**config.mk**
```make
export PLATFORM = sky130hd
export DESIGN_NAME = fb_stream_reader
export DESIGN_NICKNAME = d
export VERILOG_FILES = /design/src/rtl/vid_pkg.sv /design/src/rtl/fb_pixel_fifo.sv /design/src/rtl/fb_stream_reader.sv
export SDC_FILE = /design/constraint.sdc
export NUM_CORES = 1
export LEC_CHECK = 0
export ABC_AREA = 0
export CELL_PAD_IN_SITES_DETAIL_PLACEMENT = 1
export CELL_PAD_IN_SITES_GLOBAL_PLACEMENT = 1
export CORE_ASPECT_RATIO = 1.75
export CORE_MARGIN = 10
export CORE_UTILIZATION = 47
export DETAILED_ROUTE_END_ITERATION = 8
export PLACE_DENSITY = 0.93
export SLEW_MARGIN = 20
export SYNTH_ARGS = -nofsm -noshare
export SYNTH_HDL_FRONTEND = slang
export SYNTH_SLANG_ARGS = --single-unit
```
**constraint.sdc**
```tcl
create_clock -name clk -period 7.9 [get_ports clk]
set_input_delay 0.79 -clock clk [delete_from_list [all_inputs] [get_ports clk]]
set_output_delay 0.79 -clock clk [all_outputs]
set_load 0.1 [all_outputs]
```
**src/rtl/vid_pkg.sv**
```systemverilog
// Shared video types and pixel-format helpers for the frame-buffer read path.
// Frame geometry, the grayscale mode code and the luma weights live here.
package vid_pkg;

  localparam int FB_WIDTH  = 320;
  localparam int FB_HEIGHT = 240;

  localparam logic [2:0] MODE_GRAY = 3'd2;

  localparam logic [7:0] GRAY_KR = 8'd77;
  localparam logic [7:0] GRAY_KG = 8'd150;
  localparam logic [7:0] GRAY_KB = 8'd29;

  typedef struct packed {
    logic [29:0] data;
    logic        sop;
    logic        eop;
  } pix_beat_t;

  // Each 4-bit channel is replicated into the upper 8 bits of a 10-bit field.
  function automatic logic [29:0] rgb444_to_rgb30(input logic [11:0] rgb);
    return {rgb[11:8], rgb[11:8], 2'b00,
            rgb[7:4],  rgb[7:4],  2'b00,
            rgb[3:0],  rgb[3:0],  2'b00};
  endfunction

  // Weighted luma; the 18-bit sum peaks at 1020*256, so bits [17:8] hold the result.
  function automatic logic [29:0] rgb30_to_gray30(input logic [29:0] rgb);
    logic [17:0] sum;
    sum = 18'(rgb[29:20]) * 18'(GRAY_KR)
        + 18'(rgb[19:10]) * 18'(GRAY_KG)
        + 18'(rgb[9:0])   * 18'(GRAY_KB);
    return {3{sum[17:8]}};
  endfunction

endpackage

```
**src/rtl/fb_pixel_fifo.sv**
```systemverilog
// Two-entry beat FIFO between the frame-buffer read port and the video sink.
// The flush input clears the FIFO synchronously, just as reset does.
module fb_pixel_fifo
  import vid_pkg::*;
(
  input  logic                          clk,
  input  logic                          reset,
  input  logic                          flush,
  input  logic                          push,
  input  logic [$bits(pix_beat_t)-1:0]  push_beat,
  input  logic                          pop,
  output logic [$bits(pix_beat_t)-1:0]  head,
  output logic [1:0]                    count
);

  pix_beat_t mem [2];
  logic      rd_ptr;
  logic      wr_ptr;
  logic      do_push;
  logic      do_pop;

  assign do_push = push && (count != 2'd2);
  assign do_pop  = pop && (count != 2'd0);

  always_ff @(posedge clk) begin
    if (reset || flush) begin
      mem[0] <= '0;
      mem[1] <= '0;
      rd_ptr <= 1'b0;
      wr_ptr <= 1'b0;
      count  <= 2'd0;
    end else begin
      if (do_push) begin
        mem[wr_ptr] <= pix_beat_t'(push_beat);
        wr_ptr      <= !wr_ptr;
      end
      if (do_pop) begin
        rd_ptr <= !rd_ptr;
      end
      case ({do_push, do_pop})
        2'b10:   count <= count + 2'd1;
        2'b01:   count <= count - 2'd1;
        default: count <= count;
      endcase
    end
  end

  assign head = mem[rd_ptr];

endmodule

```
**src/rtl/fb_stream_reader.sv**
```systemverilog
// Raster-order frame-buffer reader that turns RGB444 words into an Avalon-ST
// video packet, hiding the one-cycle RAM latency behind a two-entry FIFO.
module fb_stream_reader
  import vid_pkg::*;
#(
  parameter int WIDTH  = FB_WIDTH,
  parameter int HEIGHT = FB_HEIGHT,
  parameter int ADDR_W = 17
) (
  input  logic              clk,
  input  logic              reset,
  input  logic              restart,
  input  logic [2:0]        menu_choice,
  output logic [ADDR_W-1:0] rd_address,
  input  logic [11:0]       rd_data,
  output logic [29:0]       out_data,
  output logic              out_valid,
  input  logic              out_ready,
  output logic              out_sop,
  output logic              out_eop
);

  localparam int COL_W = $clog2(WIDTH);
  localparam int ROW_W = $clog2(HEIGHT);

  logic [COL_W-1:0] col;
  logic [ROW_W-1:0] row;
  logic             at_first;
  logic             at_last_col;
  logic             at_last;

  logic             inflight;
  logic             inflight_sop;
  logic             inflight_eop;
  logic             inflight_gray;
  logic             frame_gray;
  logic             issue_gray;

  logic             issue;
  logic             pop_fire;
  logic [2:0]       occupancy_after;
  logic [1:0]       fifo_count;
  logic [$bits(pix_beat_t)-1:0] head_bits;
  pix_beat_t        head;
  pix_beat_t        push_beat;

  assign at_first    = (col == '0) && (row == '0);
  assign at_last_col = (col == COL_W'(WIDTH - 1));
  assign at_last     = at_last_col && (row == ROW_W'(HEIGHT - 1));

  // Credit counts the slot freed by this cycle's pop, which is what keeps one pixel per clock.
  assign pop_fire        = out_valid && out_ready;
  assign occupancy_after = {1'b0, fifo_count} + {2'b00, inflight} - {2'b00, pop_fire};
  assign issue           = !reset && !restart && (occupancy_after < 3'd2);

  assign issue_gray = at_first ? (menu_choice == MODE_GRAY) : frame_gray;

  always_ff @(posedge clk) begin
    if (reset || restart) begin
      col           <= '0;
      row           <= '0;
      rd_address    <= '0;
      inflight      <= 1'b0;
      inflight_sop  <= 1'b0;
      inflight_eop  <= 1'b0;
      inflight_gray <= 1'b0;
      frame_gray    <= 1'b0;
    end else begin
      inflight <= issue;
      if (issue) begin
        inflight_sop  <= at_first;
        inflight_eop  <= at_last;
        inflight_gray <= issue_gray;
        frame_gray    <= issue_gray;
        if (at_last_col) begin
          col <= '0;
          row <= at_last ? '0 : row + ROW_W'(1);
        end else begin
          col <= col + COL_W'(1);
        end
        rd_address <= at_last ? '0 : rd_address + ADDR_W'(1);
      end
    end
  end

  always_comb begin
    push_beat      = '0;
    push_beat.data = inflight_gray ? rgb30_to_gray30(rgb444_to_rgb30(rd_data))
                                   : rgb444_to_rgb30(rd_data);
    push_beat.sop  = inflight_sop;
    push_beat.eop  = inflight_eop;
  end

  fb_pixel_fifo u_fifo (
    .clk       (clk),
    .reset     (reset),
    .flush     (restart),
    .push      (inflight),
    .push_beat (push_beat),
    .pop       (pop_fire),
    .head      (head_bits),
    .count     (fifo_count)
  );

  assign head      = pix_beat_t'(head_bits);
  assign out_valid = (fifo_count != 2'd0);
  assign out_data  = head.data;
  assign out_sop   = head.sop;
  assign out_eop   = head.eop;

endmodule
```
==> reports/results.tsv, run 1 <==
metric	value	unit
vias	6442	
hold_path_startpoint	row[1]	
clkLatencyLatePin	0.36	ns
drtIter0Drc	311	
dp_slack	0.4877	ns
hold_path.class	flip-flop to flip-flop	
crit_top_cell	a21oi_1	
cts_buffers	9	
fmax	0.1399	GHz
yosysSeqAreaShare	31.38	%
finalNonFillerCells	1128	
htreeDepth	3	
worstPathMaxFanout	10	
tritoncts	yes	
tightest_slew	1.073	ns
synth_compound_gate_area_share	8.988	%
die_area	23100	um2
path_class	input pin to flip-flop	
fin_crit	7.146	ns
ctsResizeCount	0	
wire_per_inst	21.23	um
num-nets-final	1064	
finalSetupViolations	0	
rows	63	
synth_top_family_by_area	adder cells	
synthAdderAreaFrac	26.35	%
synth.distinct_cells	68	
fin_crit_sh	90.45	%
areaGrowthSynthToFinish	14.81	%
gr-total-overflow	0	
final_area	9301	um2
outcome	finished, final reports clean	
cp_slowest_stage_delay	0.84	ns
crit_path_start	rd_data[9]	
timing.critical_path.cells	clkdlybuf4s50_1, ha_1, inv_1, fa_1, inv_1, fa_1, ha_1, a21oi_1, nand2b_1, a21oi_1, o41ai_1, o211ai_1, xnor2_1, fa_1, inv_1, ha_1, a21oi_1, nor2b_1, nor4_1, o21ai_1, a21oi_1, mux2i_1, nor3_1	
skew	0.01381	ns
synth_seq_cells	99	
r2r_start	u_fifo.count[1]	
yosysMostFrequentCell	ha_1	
synth_mux_area_share	5.004	%
holdBufCountCts	0	
min_delay_worst_endpoint	row[1]	
die_h	193.7	um
ff2ff_path_depth	14	
core_area	16950	um2
clk_pin_slew	0.08	ns
layout-drive-gt1-share	8.657	%
yosysTopAreaCellShare	20.76	%
first_pass_iters	4	
vias_per_cell	5.711	
post-route-drc-count	0	
synth.area.top_cells	edfxtp_1 21%, ha_1 17%, dfxtp_1 11%	
rsz0062_at_grt	no	
synth_area_leader_cell	edfxtp_1	
setup_ws	0.7544	ns
max-cap-violations	0	
synthArstFlopShare	0	%
synth_area	8102	um2
cp_num_buf_inv	4	
hold_depth	2	
clock_sinks	99	
clockBufferDepth	2	
cts_setup_buffers	0	
synth_edf_count	56	
first_global_vias	7360	
crit_family	adder cells	
initial_core_util	47.80	%
synthCells	829	
cp-end-kind	flip-flop	
r2r_slack	3.74	ns
cts-root-buf	clkbuf_16	
cp.required	7.97	ns
grt_usage	20.65	%
tns	0	ns
routed_wl	23940	um
synth_warnings	0	
io_pins	69	
synthFlopType	edfxtp_1	
drv_slew	0	
critPathSlowestCell	clkdlybuf4s50_1	
yosys.area_share.xor_xnor	6.919	%
netlist_top_cells_count	113 x ha_1, 96 x inv_1, 75 x nor2_1, 62 x nand2_1, 56 x edfxtp_1	
ant_nets	0	
leakage	4.147	nW
rr_endpoint	rd_address[16]	
arrival	7.22	ns
power_density	326.5	nW/um2
dp_hpwl	18210	um
ir_drop	0.0002608	V
avgSynthCellArea	9.773	um2
antenna_found_initial	0	
die_x	119.2	um
synth_fp_nets	997	
diodes	0	
gp_congestion	0.8774	
hold_viol	0	
power	3.037	mW
grt_pass1_wl	38450	um
placed_cells	1112	
place_area	9019	um2
cp-start-kind	input pin	
synthSimpleGateAreaFrac	15.58	%
grt_max_degree	29	
io_buffer_count	68	
slew_headroom	28.46	%
==> layout make-up <==
type                            count  area [um2]
Inverter                           97       364.1
Clock inverter                      7       57.56
Clock buffer                        9       225.2
Fill cell                        1890        7646
Multi-Input combinational cell    614        5095
Sequential cell                    99        2542
Timing Repair Buffer               75       733.2
Tap cell                          227       284.0
==> power breakdown <==
group	internal, mW	leakage, nW	switching (mW)
logic	0.783	3.03	1.25
clock network	0.220	0.143	0.216
registers	0.561	0.976	0.00726
==> flip-flops by register name, indices dropped and copies added, names as in the netlist, named ones only <==
name           count
inflight           1
row                8
u_fifo.mem        56
u_fifo.wr_ptr      1
col                9
inflight_eop       1
frame_gray         1
u_fifo.count       2
rd_address        17
u_fifo.rd_ptr      1
inflight_sop       1
==> cell families after synthesis <==
| family | Yosys count |
|---|---|
| mux | 37 |
| xor+xnor | 64 |
| compound gates | 109 |
| fa+ha+maj | 149 |
| buf+inv | 116 |
| flops | 99 |
| simple gates | 255 |
==> per-layer routing <==
| layer | vias up | part of all wire (%) | global-route usage, % | wire length (um) |
|---|---|---|---|---|
| li1 | 2978 | - | - | - |
| met1 | 3219 | 34 | 18.93 | 8046 |
| met2 | 169 | 58 | 41.15 | 13940 |
| met3 | 76 | 2.9 | 2.595 | 685 |
| met4 | 0 | 5.3 | 12.00 | 1267 |
| met5 | - | 0 | 0 | 0 |
==> placed cells by master (no fill, tap or decap), types with 10 or more instances in the layout <==
| cell | netlist | final |
|---|---|---|
| nor2_1 | 75 | 75 |
| edfxtp_1 | 56 | 56 |
| nand3_1 | 17 | 17 |
| dfxtp_1 | 43 | 43 |
| mux2_2 | 28 | 28 |
| nand4_1 | 10 | 10 |
| clkdlybuf4s50_1 | 0 | 68 |
| xor2_1 | 41 | 41 |
| a21oi_1 | 43 | 43 |
| a21o_1 | 12 | 12 |
| nand2_1 | 62 | 62 |
| nor3_1 | 24 | 24 |
| o21ai_0 | 19 | 18 |
| ha_1 | 113 | 113 |
| fa_1 | 36 | 36 |
| xnor2_1 | 23 | 23 |
| inv_1 | 96 | 96 |
==> worst min-delay path: stages (launching register included) <==
cell,delay (ns)
dfxtp_1,0.35
nand2_1,0.07
a21oi_1,0.05
==> metrics by stage <==
step / utilization (%) / hold WS, ns
finish: 54.88 / 0.5132
CTS: 54.88 / 0.4989
detailed placement: 53.22 / 0.4721
global route: 54.88 / 0.5278
floorplan: - / 0.4401
global placement: 53.22 / 0.4634
==> worst max path at each step <==
| stage | endpoint | cells past startpoint |
|---|---|---|
| floorplan | u_fifo.mem[0][11] | 21 |
| global placement | u_fifo.mem[0][31] | 22 |
| detailed placement | u_fifo.mem[0][31] | 23 |
| CTS | u_fifo.mem[0][31] | 23 |
| global route | u_fifo.mem[0][31] | 23 |
| finish | u_fifo.mem[0][31] | 23 |
Note: power is estimated with default switching activity, not from simulation.
==> run 2, diff against run 1 <==
GPL_TIMING_DRIVEN = 0   (was default)
==> reports/results.tsv, run 2 (synthesis gave the netlist of run 1 again) <==
metric	value	unit	change
met3_usage	2.157	%	was 2.595%
power_density	322.9	nW/um2	was 326.5 nW/um2
core_area	16950	um2	unchanged
ctsResizeCount	0		unchanged
die_h	193.7	um	unchanged
comb_power_share	65.2	%	was 66.9%
dp_hpwl	18770	um	was 18210 um
crit_top_cell	a21oi_1		unchanged
die_x	119.2	um	unchanged
clockBufferDepth	2		unchanged
vias	6382		was 6442
utilization	55.73	%	was 54.88%
leakage	4.204	nW	was 4.147 nW
cts_buffers	9		unchanged
drv_slew	0		unchanged
io_buffer_count	68		unchanged
holdBufCountCts	0		unchanged
cp.required	7.97	ns	about the same
rows	63		unchanged
met1_usage	17.45	%	was 18.93%
first_pass_iters	4		unchanged
fin_crit_sh	91.95	%	was 90.45%
layout-drive-gt1-share	8.972	%	was 8.657%
layout_commonest_cell	ha_1		unchanged
ir_drop	0.0002508	V	was 0.0002608 V
p_switching	1.404	mW	was 1.473 mW
wire_per_inst	20.07	um	was 21.23 um
path_class	input pin to flip-flop		unchanged
routed_wl	22900	um	was 23940 um
tritoncts	yes		unchanged
cp-start-kind	input pin		unchanged
gr-total-overflow	0		unchanged
ant_nets	0		unchanged
skew	0.009548	ns	was 0.01381 ns
finalSetupViolations	0		unchanged
vias_per_cell	5.593		was 5.711
tightest_slew	1.032	ns	was 1.073 ns
max-cap-violations	0		unchanged
first_global_vias	7456		was 7360
htreeDepth	3		unchanged
clock_sinks	99		unchanged
hold_path.class	flip-flop to flip-flop		unchanged
cts_setup_buffers	0		unchanged
drtIter0Drc	240		was 311
fin_crit	7.264	ns	was 7.146 ns
power.share.clock	16.2	%	was 14.3%
largest_register	u_fifo.mem		unchanged
p_sw_share	46.03	%	was 48.50%
antenna_found_initial	0		unchanged
outcome	finished, final reports clean		unchanged
largest_register_ff_count	56		unchanged
gp_congestion	0.9406		was 0.8774
areaGrowthSynthToFinish	16.57	%	was 14.81%
cts-root-buf	clkbuf_16		unchanged
p_int	1.646	mW	was 1.564 mW
worstPathMaxFanout	11		was 10
io_pins	69		unchanged
grt_max_degree	29		unchanged
fmax	0.1377	GHz	was 0.1399 GHz
final_cell_mix	113 x ha_1, 96 x inv_1, 75 x nor2_1		unchanged
die_area	23100	um2	unchanged
cp_slowest_stage_delay	0.87	ns	was 0.84 ns
arrival	7.34	ns	was 7.22 ns
seqPwrFrac	18.7	%	about the same
slew_headroom	31.01	%	was 28.46%
reg_top3	u_fifo.mem: 56 flops, rd_address: 17 flops, col: 9 flops		unchanged
timing.critical_path.cells	clkdlybuf4s50_1, ha_1, inv_1, fa_1, inv_1, fa_1, ha_1, a21oi_1, nand2b_1, a21oi_1, o41ai_1, o211ai_1, xnor2_1, fa_1, inv_1, ha_1, a21oi_1, nor2b_1, nor4_1, o21ai_1, a21oi_1, mux2i_1, nor3_1		unchanged
post-route-drc-count	0		unchanged
cp-end-kind	flip-flop		unchanged
initial_core_util	47.80	%	unchanged
met2_usage	40.97	%	was 41.15%
clk_pin_slew	0.07	ns	was 0.08 ns
clkLatencyLatePin	0.35	ns	was 0.36 ns
diodes	0		unchanged
grt_pass1_wl	37660	um	was 38450 um
num-nets-final	1077		was 1064
tns	0	ns	unchanged
hold_viol	0		unchanged
rsz0062_at_grt	no		unchanged
critPathSlowestCell	clkdlybuf4s50_1		unchanged
grt-busiest-layer	met2		unchanged
grt_usage	20.10	%	was 20.65%
run 2: cell count changes in the layout (fill, tap and decap cells not counted), moves of 2 or more:
cell / delta
buf_4: -2
bufinv_16: +2
clkbuf_1: +9
inv_6: -2
buf_2: +2
run 2: cell type report:
class / count / area [um2]
clock buffer: 11 / 255.2
multi-input combinational: 614 / 5105
inverter: 97 / 364.1
clock inverter: 5 / 81.33
fill: 1922 / 7503
buffer: 19 / 103.9
timing repair buffer: 69 / 708.2
tap: 227 / 284.0
sequential: 99 / 2542
run 2: metal layers:
layer | wire length, um | part of all wire [%]
met1 | 7369 | 32
met2 | 13550 | 59
met3 | 601 | 2.6
met4 | 1385 | 6.0
met5 | 0 | 0
run 2: worst max-delay path: cells and delay by family:
kind                     cells  cell delay (ns)
XOR/XNOR                     1             0.26
buffers and inverters        4             1.05
multiplexers                 1             0.50
AO/OA/AOI/OAI                7             1.59
AND/OR/NAND/NOR              4             0.53
adder cells (fa/ha/maj)      6             2.62
run 2: final timing paths:
| kind | slack [ns] | start | cells past startpoint | endpoint |
|---|---|---|---|---|
| worst min-delay path | 0.49 | row[1] | 2 | row[1] |
| worst max-delay path | 0.64 | rd_data[10] | 23 | u_fifo.mem[1][31] |
| worst min register to register | 0.49 | row[1] | 2 | row[1] |
| worst max register to register | 4.21 | u_fifo.count[1] | 13 | frame_gray |
run 2: per-stage QoR:
stage / cells / area [um2] / hold WS, ns / total power, mW / worst slack [ns]
2_1_floorplan: 829 / 8102 / 0.4401 / 2.100 / 2.004
3_3_place_gp: 1124 / 9066 / 0.4607 / 2.433 / 0.5486
3_5_place_dp: 1125 / 9107 / 0.4862 / 2.565 / 0.3431
4_1_cts: 1141 / 9444 / 0.4961 / 3.063 / 0.6509
5_1_grt: 1141 / 9444 / 0.5118 / 3.291 / 0.2297
6_report: 1141 / 9444 / 0.4904 / 3.049 / 0.6363
run 2: power groups by stage:
| stage | sequential [mW] | combinational (mW) | clock [mW] |
|---|---|---|---|
| after floorplan | 0.579 | 1.52 | 0 |
| after global placement | 0.579 | 1.85 | 0 |
| after detailed placement | 0.580 | 1.98 | 0 |
| after CTS | 0.569 | 2.00 | 0.498 |
| after global routing | 0.570 | 2.20 | 0.518 |
| final | 0.569 | 1.99 | 0.493 |
